<file path="src/rtl/rv_sig_pkg.sv">
// rv_sig_pkg: shared types and default constants for the signature compactor.
//   state_e  : compactor FSM states
//   DEF_POLY : default MISR feedback polynomial (CRC-32)
//   DEF_SEED : default signature value loaded on start
package rv_sig_pkg;

    typedef enum logic [1:0] {
        IDLE  = 2'd0,
        RUN   = 2'd1,
        DONE  = 2'd2,
        SHIFT = 2'd3
    } state_e;

    localparam logic [31:0] DEF_POLY = 32'h04C1_1DB7;
    localparam logic [31:0] DEF_SEED = 32'h0000_0000;

endpackage

</file>
<file path="src/rtl/rv_sig_compactor_if.sv">
// rv_sig_compactor_if: control, channel and result bundle of the compactor.
//   master : drives ch_data/ch_valid/start/stop/run_len/rd_req, observes results
//   slave  : the compactor side
// Build option SIG_CH_MASK_EN adds ch_mask_in (per-channel enable latched on start).
interface rv_sig_compactor_if #(
    parameter int unsigned DATA_W = 32,
    parameter int unsigned NUM_CH = 6,
    parameter int unsigned CNT_W  = 16
);
    logic [NUM_CH*DATA_W-1:0] ch_data;
    logic [NUM_CH-1:0]        ch_valid;
    logic                     start;
    logic                     stop;
    logic [CNT_W-1:0]         run_len;
    logic                     rd_req;
`ifdef SIG_CH_MASK_EN
    logic [NUM_CH-1:0]        ch_mask_in;
`endif
    logic                     busy;
    logic                     done;
    logic [DATA_W-1:0]        sig;
    logic                     sig_valid;
    logic                     ser_out;
    logic [CNT_W-1:0]         cycles;

`ifdef SIG_CH_MASK_EN
    modport master (output ch_data, ch_valid, start, stop, run_len, rd_req, ch_mask_in,
                    input  busy, done, sig, sig_valid, ser_out, cycles);
    modport slave  (input  ch_data, ch_valid, start, stop, run_len, rd_req, ch_mask_in,
                    output busy, done, sig, sig_valid, ser_out, cycles);
`else
    modport master (output ch_data, ch_valid, start, stop, run_len, rd_req,
                    input  busy, done, sig, sig_valid, ser_out, cycles);
    modport slave  (input  ch_data, ch_valid, start, stop, run_len, rd_req,
                    output busy, done, sig, sig_valid, ser_out, cycles);
`endif

endinterface

</file>
<file path="src/rtl/rv_sig_fold.sv">
// rv_sig_fold: combinational fold of NUM_CH channels into one DATA_W word.
//   ch_data_i : packed channels, channel i at [i*DATA_W +: DATA_W]
//   ch_en_i   : per-channel enable
//   fold_c_o  : XOR of enabled channels, channel i rotated left by i mod DATA_W
// Rotation keeps identical values on different channels from cancelling.
module rv_sig_fold #(
    parameter int unsigned DATA_W = 32,
    parameter int unsigned NUM_CH = 6
) (
    input  logic [NUM_CH*DATA_W-1:0] ch_data_i,
    input  logic [NUM_CH-1:0]        ch_en_i,
    output logic [DATA_W-1:0]        fold_c_o
);

    // Rotate left: upper half of the doubled word shifted by r.
    function automatic logic [DATA_W-1:0] rotl(input logic [DATA_W-1:0] x,
                                               input int unsigned        r);
        logic [2*DATA_W-1:0] dbl;
        dbl = {x, x} << r;
        return dbl[2*DATA_W-1 -: DATA_W];
    endfunction

    always_comb begin
        fold_c_o = '0;
        for (int unsigned i = 0; i < NUM_CH; i++) begin
            if (ch_en_i[i]) begin
                fold_c_o = fold_c_o ^ rotl(ch_data_i[i*DATA_W +: DATA_W], i % DATA_W);
            end
        end
    end

endmodule

</file>
<file path="src/rtl/rv_sig_compactor.sv">
// rv_sig_compactor: windowed MISR over NUM_CH bus channels with serial readout.
//   clk, reset_n : clock, asynchronous active-low reset
//   bus (slave)  : start/stop/run_len window control, ch_data/ch_valid inputs,
//                  rd_req readout request; busy/done/sig/sig_valid/ser_out/cycles
// Build option SIG_CH_MASK_EN: ch_mask_in is latched on start and gates ch_valid.
module rv_sig_compactor
    import rv_sig_pkg::*;
#(
    parameter int unsigned       DATA_W = 32,
    parameter int unsigned       NUM_CH = 6,
    parameter logic [DATA_W-1:0] POLY   = DATA_W'(DEF_POLY),
    parameter logic [DATA_W-1:0] SEED   = DATA_W'(DEF_SEED),
    parameter int unsigned       CNT_W  = 16
) (
    input  logic                 clk,
    input  logic                 reset_n,
    rv_sig_compactor_if.slave    bus
);

    localparam int unsigned SH_W = $clog2(DATA_W + 1);

    state_e              state_q, state_d;
    logic [DATA_W-1:0]   sig_q, sig_d;
    logic [CNT_W-1:0]    cnt_q, cnt_d;
    logic [CNT_W-1:0]    run_len_q, run_len_d;
    logic [SH_W-1:0]     sh_cnt_q, sh_cnt_d;
    logic                ser_q, ser_d;
    logic                busy_q, busy_d;
    logic                done_q, done_d;
    logic [NUM_CH-1:0]   fold_en_c;
    logic [DATA_W-1:0]   fold_c;
    logic                load_c;

`ifdef SIG_CH_MASK_EN
    logic [NUM_CH-1:0]   mask_q, mask_d;
    assign fold_en_c = bus.ch_valid & mask_q;
`else
    assign fold_en_c = bus.ch_valid;
`endif

    rv_sig_fold #(
        .DATA_W (DATA_W),
        .NUM_CH (NUM_CH)
    ) u_fold (
        .ch_data_i (bus.ch_data),
        .ch_en_i   (fold_en_c),
        .fold_c_o  (fold_c)
    );

    // Next-state, MISR, counters and registered-output decode.
    always_comb begin
        state_d   = state_q;
        sig_d     = sig_q;
        cnt_d     = cnt_q;
        run_len_d = run_len_q;
        sh_cnt_d  = sh_cnt_q;
        ser_d     = ser_q;
        load_c    = 1'b0;
`ifdef SIG_CH_MASK_EN
        mask_d    = mask_q;
`endif
        unique case (state_q)
            IDLE: begin
                ser_d  = 1'b0;
                load_c = bus.start;
            end
            RUN: begin
                // The stop cycle is not compacted and beats the terminal count.
                if (bus.stop) begin
                    state_d = DONE;
                end else begin
                    sig_d = {sig_q[DATA_W-2:0], 1'b0}
                          ^ (sig_q[DATA_W-1] ? POLY : '0)
                          ^ fold_c;
                    if (cnt_q != '1) begin
                        cnt_d = cnt_q + CNT_W'(1);
                    end
                    if ((run_len_q != '0) && (cnt_d == run_len_q)) begin
                        state_d = DONE;
                    end
                end
            end
            DONE: begin
                if (bus.start) begin
                    load_c = 1'b1;
                end else if (bus.rd_req) begin
                    state_d  = SHIFT;
                    sh_cnt_d = '0;
                end
            end
            SHIFT: begin
                // DATA_W shift edges, then one edge back to IDLE with the pin low.
                if (sh_cnt_q == SH_W'(DATA_W)) begin
                    state_d = IDLE;
                    ser_d   = 1'b0;
                end else begin
                    ser_d    = sig_q[DATA_W-1];
                    sig_d    = {sig_q[DATA_W-2:0], 1'b0};
                    sh_cnt_d = sh_cnt_q + SH_W'(1);
                end
            end
            default: state_d = IDLE;
        endcase

        if (load_c) begin
            state_d   = RUN;
            sig_d     = SEED;
            cnt_d     = '0;
            run_len_d = bus.run_len;
`ifdef SIG_CH_MASK_EN
            mask_d    = bus.ch_mask_in;
`endif
        end

        busy_d = (state_d == RUN) || (state_d == SHIFT);
        done_d = (state_d == DONE);
    end

    // State and datapath registers.
    always_ff @(posedge clk or negedge reset_n) begin
        if (!reset_n) begin
            state_q   <= IDLE;
            sig_q     <= '0;
            cnt_q     <= '0;
            run_len_q <= '0;
            sh_cnt_q  <= '0;
            ser_q     <= 1'b0;
            busy_q    <= 1'b0;
            done_q    <= 1'b0;
`ifdef SIG_CH_MASK_EN
            mask_q    <= '1;
`endif
        end else begin
            state_q   <= state_d;
            sig_q     <= sig_d;
            cnt_q     <= cnt_d;
            run_len_q <= run_len_d;
            sh_cnt_q  <= sh_cnt_d;
            ser_q     <= ser_d;
            busy_q    <= busy_d;
            done_q    <= done_d;
`ifdef SIG_CH_MASK_EN
            mask_q    <= mask_d;
`endif
        end
    end

    assign bus.busy      = busy_q;
    assign bus.done      = done_q;
    assign bus.sig_valid = done_q;
    assign bus.sig       = sig_q;
    assign bus.ser_out   = ser_q;
    assign bus.cycles    = cnt_q;

endmodule

</file>
<file path="src/flat_wrapper.sv">
// flat-port wrapper written by rule: the top's interface ports become plain ports
module rv_sig_compactor_flat import rv_sig_pkg::*;
#(
    parameter int unsigned       DATA_W = 32,
    parameter int unsigned       NUM_CH = 6,
    parameter logic [DATA_W-1:0] POLY   = DATA_W'(DEF_POLY),
    parameter logic [DATA_W-1:0] SEED   = DATA_W'(DEF_SEED),
    parameter int unsigned       CNT_W  = 16
)
  (clk, reset_n, bus_ch_data, bus_ch_valid, bus_start, bus_stop, bus_run_len, bus_rd_req, bus_busy, bus_done, bus_sig, bus_sig_valid, bus_ser_out, bus_cycles);
  rv_sig_compactor_if #(.DATA_W(DATA_W), .NUM_CH(NUM_CH), .CNT_W(CNT_W)) bus_i ();
  input  logic clk;
  input  logic reset_n;
  input wire logic [$bits(bus_i.ch_data)-1:0] bus_ch_data;
  input wire logic [$bits(bus_i.ch_valid)-1:0] bus_ch_valid;
  input wire logic [$bits(bus_i.start)-1:0] bus_start;
  input wire logic [$bits(bus_i.stop)-1:0] bus_stop;
  input wire logic [$bits(bus_i.run_len)-1:0] bus_run_len;
  input wire logic [$bits(bus_i.rd_req)-1:0] bus_rd_req;
  output wire logic [$bits(bus_i.busy)-1:0] bus_busy;
  output wire logic [$bits(bus_i.done)-1:0] bus_done;
  output wire logic [$bits(bus_i.sig)-1:0] bus_sig;
  output wire logic [$bits(bus_i.sig_valid)-1:0] bus_sig_valid;
  output wire logic [$bits(bus_i.ser_out)-1:0] bus_ser_out;
  output wire logic [$bits(bus_i.cycles)-1:0] bus_cycles;
  assign bus_i.ch_data = bus_ch_data;
  assign bus_i.ch_valid = bus_ch_valid;
  assign bus_i.start = bus_start;
  assign bus_i.stop = bus_stop;
  assign bus_i.run_len = bus_run_len;
  assign bus_i.rd_req = bus_rd_req;
  assign bus_busy = bus_i.busy;
  assign bus_done = bus_i.done;
  assign bus_sig = bus_i.sig;
  assign bus_sig_valid = bus_i.sig_valid;
  assign bus_ser_out = bus_i.ser_out;
  assign bus_cycles = bus_i.cycles;
  rv_sig_compactor #(.DATA_W(DATA_W), .NUM_CH(NUM_CH), .POLY(POLY), .SEED(SEED), .CNT_W(CNT_W)) u_core (.clk(clk), .reset_n(reset_n), .bus(bus_i));
endmodule
</file>
<file path="config.mk">
export PLATFORM = sky130hd
export DESIGN_NAME = rv_sig_compactor_flat
export DESIGN_NICKNAME = d
export VERILOG_FILES = /design/src/rtl/rv_sig_pkg.sv /design/src/rtl/rv_sig_compactor_if.sv /design/src/rtl/rv_sig_fold.sv /design/src/rtl/rv_sig_compactor.sv /design/src/flat_wrapper.sv
export SDC_FILE = /design/constraint.sdc
export NUM_CORES = 1
export LEC_CHECK = 0
export BUFFER_PORTS_ARGS = -buffer_cell sky130_fd_sc_hd__buf_4
export CORE_MARGIN = 10
export CORE_UTILIZATION = 50
export DETAILED_ROUTE_END_ITERATION = 12
export GPL_ROUTABILITY_DRIVEN = 0
export PLACE_DENSITY = 0.82
export RECOVER_POWER = 50
export SKIP_CTS_REPAIR_TIMING = 1
export SYNTH_ARGS = -nofsm -noshare
export SYNTH_HDL_FRONTEND = slang
export SYNTH_SLANG_ARGS = --single-unit
</file>
<file path="constraint.sdc">
create_clock -name clk -period 4.45 [get_ports clk]
set_input_delay 0.2225 -clock clk [delete_from_list [all_inputs] [get_ports clk]]
set_output_delay 0.2225 -clock clk [all_outputs]
set_load 0.05 [all_outputs]
</file>
# Word level (Yosys, flattened, before mapping)
# Index checks and enable logic that the tools add are counted.
# word_totals
mem_bits_rw	0
regBits	75
wordCells	75
mem_bits_ro	0
latchBits	0
output_inout_bits	52
mem_count	0
in_bits	219
# classes
n_mul	0
n_lt_le_gt_ge	0
mux	32
eq_ne	15
addsub	2
shift	0
reduce_logical	11
div_mod_pow	0
bitwise	7
# ops
cell	n
32-bit 2-to-1 mux	9
32-bit XOR	7
16-bit 2-to-1 mux	6
32-bit case mux with 2 select lines	1
27-bit 2-to-1 mux	1
6-bit 2-to-1 mux	3
16-bit by 1-bit adder with 16-bit output (second input constant)	1
16-bit equality test	1
16-bit inequality test (second input constant)	1
16-bit nonzero test	1
2-bit 2-to-1 mux	6
6-bit case mux with 2 select lines	1
2-bit equality test (second input constant)	4
6-bit by 1-bit adder with 6-bit output (second input constant)	1
6-bit equality test (second input constant)	1
2-bit inequality test (second input constant)	3
3-bit by 2-bit inequality test with 1-bit output (second input constant)	2
2-bit case mux with 3 select lines	1
2-bit nonzero test	3
2-bit by 1-bit equality test with 1-bit output (second input constant)	2
1-bit case mux with 2 select lines	2
4-bit AND reduction	1
3-bit AND reduction	1
3-bit nonzero test	1
6 further kinds	7

# Longest topological paths before layout
# depth
word_depth	15
ltp_mapped	9
ltp_nobuf	8

# Modules after synthesis
# A second synthesis with hierarchy kept.
# unflattened
hier_cells	900
area_unflattened_um2	7505.9
# by_module_without_submodules
module	seq_area_each_um2	area_per_inst_um2	n_inst	cells_per_inst
rv_sig_compactor	1851.8	4865.9	1	562
rv_sig_fold	0.0	2640.0	1	338

# Worst setup path before layout
# Ideal clock, no wire load.
# synth_path
kind	register to register
startpoint	register u_core.cnt_q[0], in the netlist u_core.bus.cycles[0]
endpoint	register u_core.state_q[1]
setup_time_ns	0.077
arrival_ns	2.869
path_buffers	0
stages_incl_launch_ff	9
required_time_ns	4.373
path_slack_ns	1.503
synth_period_minus_slack_ns	2.947
cell_sequence	dfrtp_1 > ha_1 > nand3_1 > nor4_1 > or4_1 > xnor2_1 > o2111ai_1 > or4_1 > a21oi_1
# synth_between
elab_chain_len	10
word_cells_on_any_way	11
classes_between	1 x add/sub; 2 x eq/ne; 7 x mux; 1 x reduce/logical
# synth_rtl
element	line_no	rtl
from (decl)	rv_sig_compactor.sv:24	logic [CNT_W-1:0] cnt_q, cnt_d;
from (signal assigned)	rv_sig_compactor.sv:136	cnt_q <= cnt_d;
16-bit by 1-bit adder with 16-bit output / 16-bit inequality test (equally long branches)	rv_sig_compactor.sv:76, rv_sig_compactor.sv:75	
16-bit 2-to-1 mux *	rv_sig_compactor.sv:75	if (cnt_q != '1) begin
16-bit 2-to-1 mux *	rv_sig_compactor.sv:69	if (bus.stop) begin
16-bit 2-to-1 mux *	rv_sig_compactor.sv:62	unique case (state_q)
16-bit equality test *	rv_sig_compactor.sv:78	if ((run_len_q != '0) && (cnt_d == run_len_q)) begin
1-bit logical AND *	rv_sig_compactor.sv:78	
2-bit 2-to-1 mux *	rv_sig_compactor.sv:78	
2-bit 2-to-1 mux *	rv_sig_compactor.sv:69	
2-bit case mux with 3 select lines *	rv_sig_compactor.sv:62	
2-bit 2-to-1 mux *	rv_sig_compactor.sv:105	if (load_c) begin
named net u_core.state_d[1]	rv_sig_compactor.sv:22	state_e state_q, state_d;
to (signal assigned)	rv_sig_compactor.sv:134	state_q <= state_d;
to (decl)	rv_sig_compactor.sv:22	
# The timed path passes the listed nets; every way through them passes the cells marked *. The select of a mux whose other input is x is not followed.
# A chain may end at the register's enable or synchronous reset.

# Worst setup path in the final report
# layout_path
startpoint	register u_core.state_q[0]
endpoint	register u_core.sig_q[10], in the netlist u_core.bus.sig[10]
# layout_between
elab_chain_len	4
word_cells_on_any_way	11
classes_between	5 x eq/ne; 3 x mux; 3 x reduce/logical
# layout_rtl
element	line_no	rtl
2-bit equality test / 2-bit logical NOT (equally long branches)	rv_sig_compactor.sv:62	
1-bit case mux with 2 select lines	rv_sig_compactor.sv:62	
3-bit by 2-bit inequality test with 1-bit output (no source line) / 3-bit nonzero test (equally long branches)	n/a	
3-bit AND reduction (no source line)	n/a	
to (signal assigned)	rv_sig_compactor.sv:135	sig_q <= sig_d;
to (decl)	rv_sig_compactor.sv:23	logic [DATA_W-1:0] sig_q, sig_d;
# Parallel ways exist; a longest one is shown, timed or not.

==> impl_metrics.env <==
export IMPL_r2r_slack_ps=1210
export IMPL_cts_htree_levels=3
export IMPL_finalCritPeriodShare=0.729
export IMPL_clock_latency_ps=340
export IMPL_port_buffer_count=270
export IMPL_r2r_start="u_core.state_q[0]"
export IMPL_vias=6865
export IMPL_ant_nets=0
export IMPL_p_sw_mw=2.33
export IMPL_tightest_slew_ps=997
export IMPL_yosys_register_bits=75
export IMPL_swShare=0.495
export IMPL_die_h_um=136
export IMPL_nets=1347
export IMPL_yosysWarnings=0
export IMPL_detail_route_wl_per_cell_um=17.8
export IMPL_slowest_stage="ha_2"
export IMPL_numCtsBuffers=9
export IMPL_drc_errors=0
export IMPL_slew_headroom=0.335
export IMPL_ys_seq_area_frac=0.281
export IMPL_r2r_end="u_core.bus.sig[10]"
export IMPL_grt_overflow_total=0
export IMPL_globalRouteTotalUtil=0.245
export IMPL_num_io_pins=271
export IMPL_num_rows=42
export IMPL_cap_violations=0
export IMPL_ys_async_sr_fraction=1.00
export IMPL_irDropWorstVdd_mv=0.253
export IMPL_first_pass_iters=5
export IMPL_core_region_area_um2=13200
export IMPL_initial_core_util=0.507
export IMPL_pwr_share_comb=0.579
export IMPL_status="completed"
export IMPL_syn_area_um2=6680
export IMPL_p_leak_nw=4.01
export IMPL_fmax_mhz=308
export IMPL_p_int_mw=2.38
export IMPL_hold_class="primary input to asynchronous set/reset pin"
export IMPL_clockPowerShare=0.145
export IMPL_setup_violations=0
export IMPL_rsz0062_at_grt="false"
export IMPL_fin_crit_ps=3240
export IMPL_yosys_area_top_type_share=0.281
export IMPL_die_area_um2=18400
export IMPL_reg2regPathDepth=6
export IMPL_cts_sinks=75
export IMPL_synth_nets=1117
export IMPL_syn_to_final_growth_pct=33.7
export IMPL_end_kind="flip-flop"
export IMPL_final_core_util=0.678
export IMPL_antenna_found_initial=1
export IMPL_p_seq_frac=0.276
export IMPL_synth_edf_count=0
export IMPL_synth_cells=890
export IMPL_grt_first_pass_wirelength_mm=36.0
export IMPL_crit_type="flip-flop to flip-flop"
export IMPL_hold_viol_final=0
export IMPL_clockBufferDepth=2
export IMPL_drv_slew=0
export IMPL_cts_tree="built"
export IMPL_critical_path_cell_chain="ha_2 > a21oi_1 > a21oi_4 > buf_4 > nor2_1 > a311oi_1"
export IMPL_path_buf_inv=1
export IMPL_netlist_cell_type_count=53
export IMPL_cts_root_buf="clkbuf_16"
export IMPL_arrival_ps=3470
export IMPL_path_max_fanout=71
export IMPL_grt_max_degree=76
export IMPL_layout_drive_gt1_share=0.246
export IMPL_routed_via_density=5.27
export IMPL_yosysTopAreaCell="dfrtp_1"
export IMPL_drtIter0Drc=605
export IMPL_routed_wl_mm=23.2
export IMPL_powerDensity_nw_per_um2=527
export IMPL_grt_pass1_vias=6728
export IMPL_cts_clk_slew_worst_paths_ps=60
export IMPL_hpwl_mm=18.6
export IMPL_finClkSkew_ps=2.96
export IMPL_ys_top_cells_by_area="dfrtp_1, xnor2_1, nand2_1, a311oi_1, o21ai_0"
export IMPL_startpoint_type="flip-flop"
export IMPL_die_w_um=136
export IMPL_syn_area_per_cell_um2=7.51
export IMPL_setup_tns_final_ps=0
export IMPL_cpPeakStageDelay_ps=900
export IMPL_crit_required_ps=4680
export IMPL_synth_flop_cell="dfrtp_1"
export IMPL_crit_family="compound AO/OA/AOI/OAI gates"
metal layers:
layer / routed length [µm] / global-route usage
met1: 8730 / 0.278
met4: 613 / 0.0879
met2: 11600 / 0.415
met3: 2230 / 0.0886
met5: 0 / 0
cells in the final DEF (no fill, tap or decap), drive strengths merged, types with 2 or more instances in the layout:
cell type and count:
nand2 276, buf 248, xnor2 174, dfrtp 75, nor2 49, o21ai 45, clkbuf 41, or3 35
a311oi 31, xor2 23, a21oi 20, nand3 10, nor4 10, inv 9, nand4 9, o31ai 8
ha 8, a22o 6, nor3 6, nand2b 4, mux2i 3, o21a 3, or4 3, and3 2
and4 2, o2111ai 2, nor2b 2, nand3b 2, mux2 2
power by group through the flow:
stage	combinational [mW]	sequential, mW	clock (mW)
after CTS	2.83	1.30	0.690
final	2.73	1.30	0.682
after global routing	2.99	1.34	0.721
after global placement	2.77	1.29	0
after floorplan	1.51	1.75	0
after detailed placement	2.82	1.30	0
sequential cells by signal, summed over array words and instances (netlist names):
name / flops
u_core.bus.sig: 32
u_core.bus.cycles: 16
u_core.run_len_q: 16
u_core.sh_cnt_q: 6
u_core.state_q: 2
u_core.bus.busy: 1
u_core.bus.done: 1
u_core.bus.ser_out: 1
kinds of logic (layout without fill, tap and decap cells):
| kind of cell | count (synthesis) | in the layout | share of synthesized area |
|---|---|---|---|
| fa+ha+maj | 8 | 8 | 0.0150 |
| xor+xnor | 197 | 197 | 0.258 |
| simple gates | 414 | 414 | 0.271 |
| mux | 5 | 5 | 0.00786 |
| buf+inv | 64 | 299 | 0.0391 |
| flops | 75 | 75 | 0.281 |
| other cells | 0 | 1 | 0 |
| compound gates | 127 | 127 | 0.128 |
per-stage QoR:
| step | cell area (µm²) | std cells | hold slack, ps | setup slack, ps | power (mW) |
|---|---|---|---|---|---|
| finish | 8940 | 1302 | 19.2 | 1210 | 4.71 |
| global route | 8940 | 1302 | 77.8 | 834 | 5.06 |
| CTS | 9030 | 1301 | 60.7 | 1170 | 4.82 |
| detailed placement | 8760 | 1285 | 422 | 1250 | 4.13 |
| global placement | 8760 | 1285 | 417 | 1390 | 4.07 |
| floorplan | 6680 | 890 | -73.1 | 1500 | 3.26 |
worst register-to-register path: stages, from the launching register on:
cell      delay (ps)
dfrtp_1          490
ha_2             900
a21oi_1          230
a21oi_4          730
buf_4            410
nor2_1            80
a311oi_1         280
cells in the mapped netlist, types with 9 or more instances:
cell      number
nand2_1      276
xnor2_1      174
dfrtp_1       75
nor2_1        49
clkbuf_1      46
o21ai_0       45
or3_1         34
a311oi_1      31
xor2_1        23
a21oi_1       20
nand3_1       10
inv_1          9
nor4_1         9
layout make-up:
type | instances | area [µm²]
flip-flops and latches | 75 | 1880
multi-input cells | 751 | 4570
clock buffers | 15 | 268
well taps | 176 | 220
inverters | 9 | 33.8
clock inverters | 1 | 7.51
diodes | 1 | 2.50
fillers | 1144 | 4250
repair buffers | 274 | 1960
worst max-delay path by stage:
stage                          to  cells past startpoint  slack (ps)            startpoint
2_1_floorplan   u_core.state_q[1]                      8        1500  u_core.bus.cycles[0]
3_3_place_gp   u_core.bus.sig[10]                      6        1390     u_core.state_q[0]
3_5_place_dp    u_core.bus.sig[8]                      6        1250     u_core.state_q[0]
4_1_cts        u_core.bus.sig[10]                      6        1170     u_core.state_q[0]
5_1_grt        u_core.bus.sig[10]                      6         830     u_core.state_q[0]
6_report       u_core.bus.sig[10]                      6        1210     u_core.state_q[0]
Power figures use the tool's default switching activity.
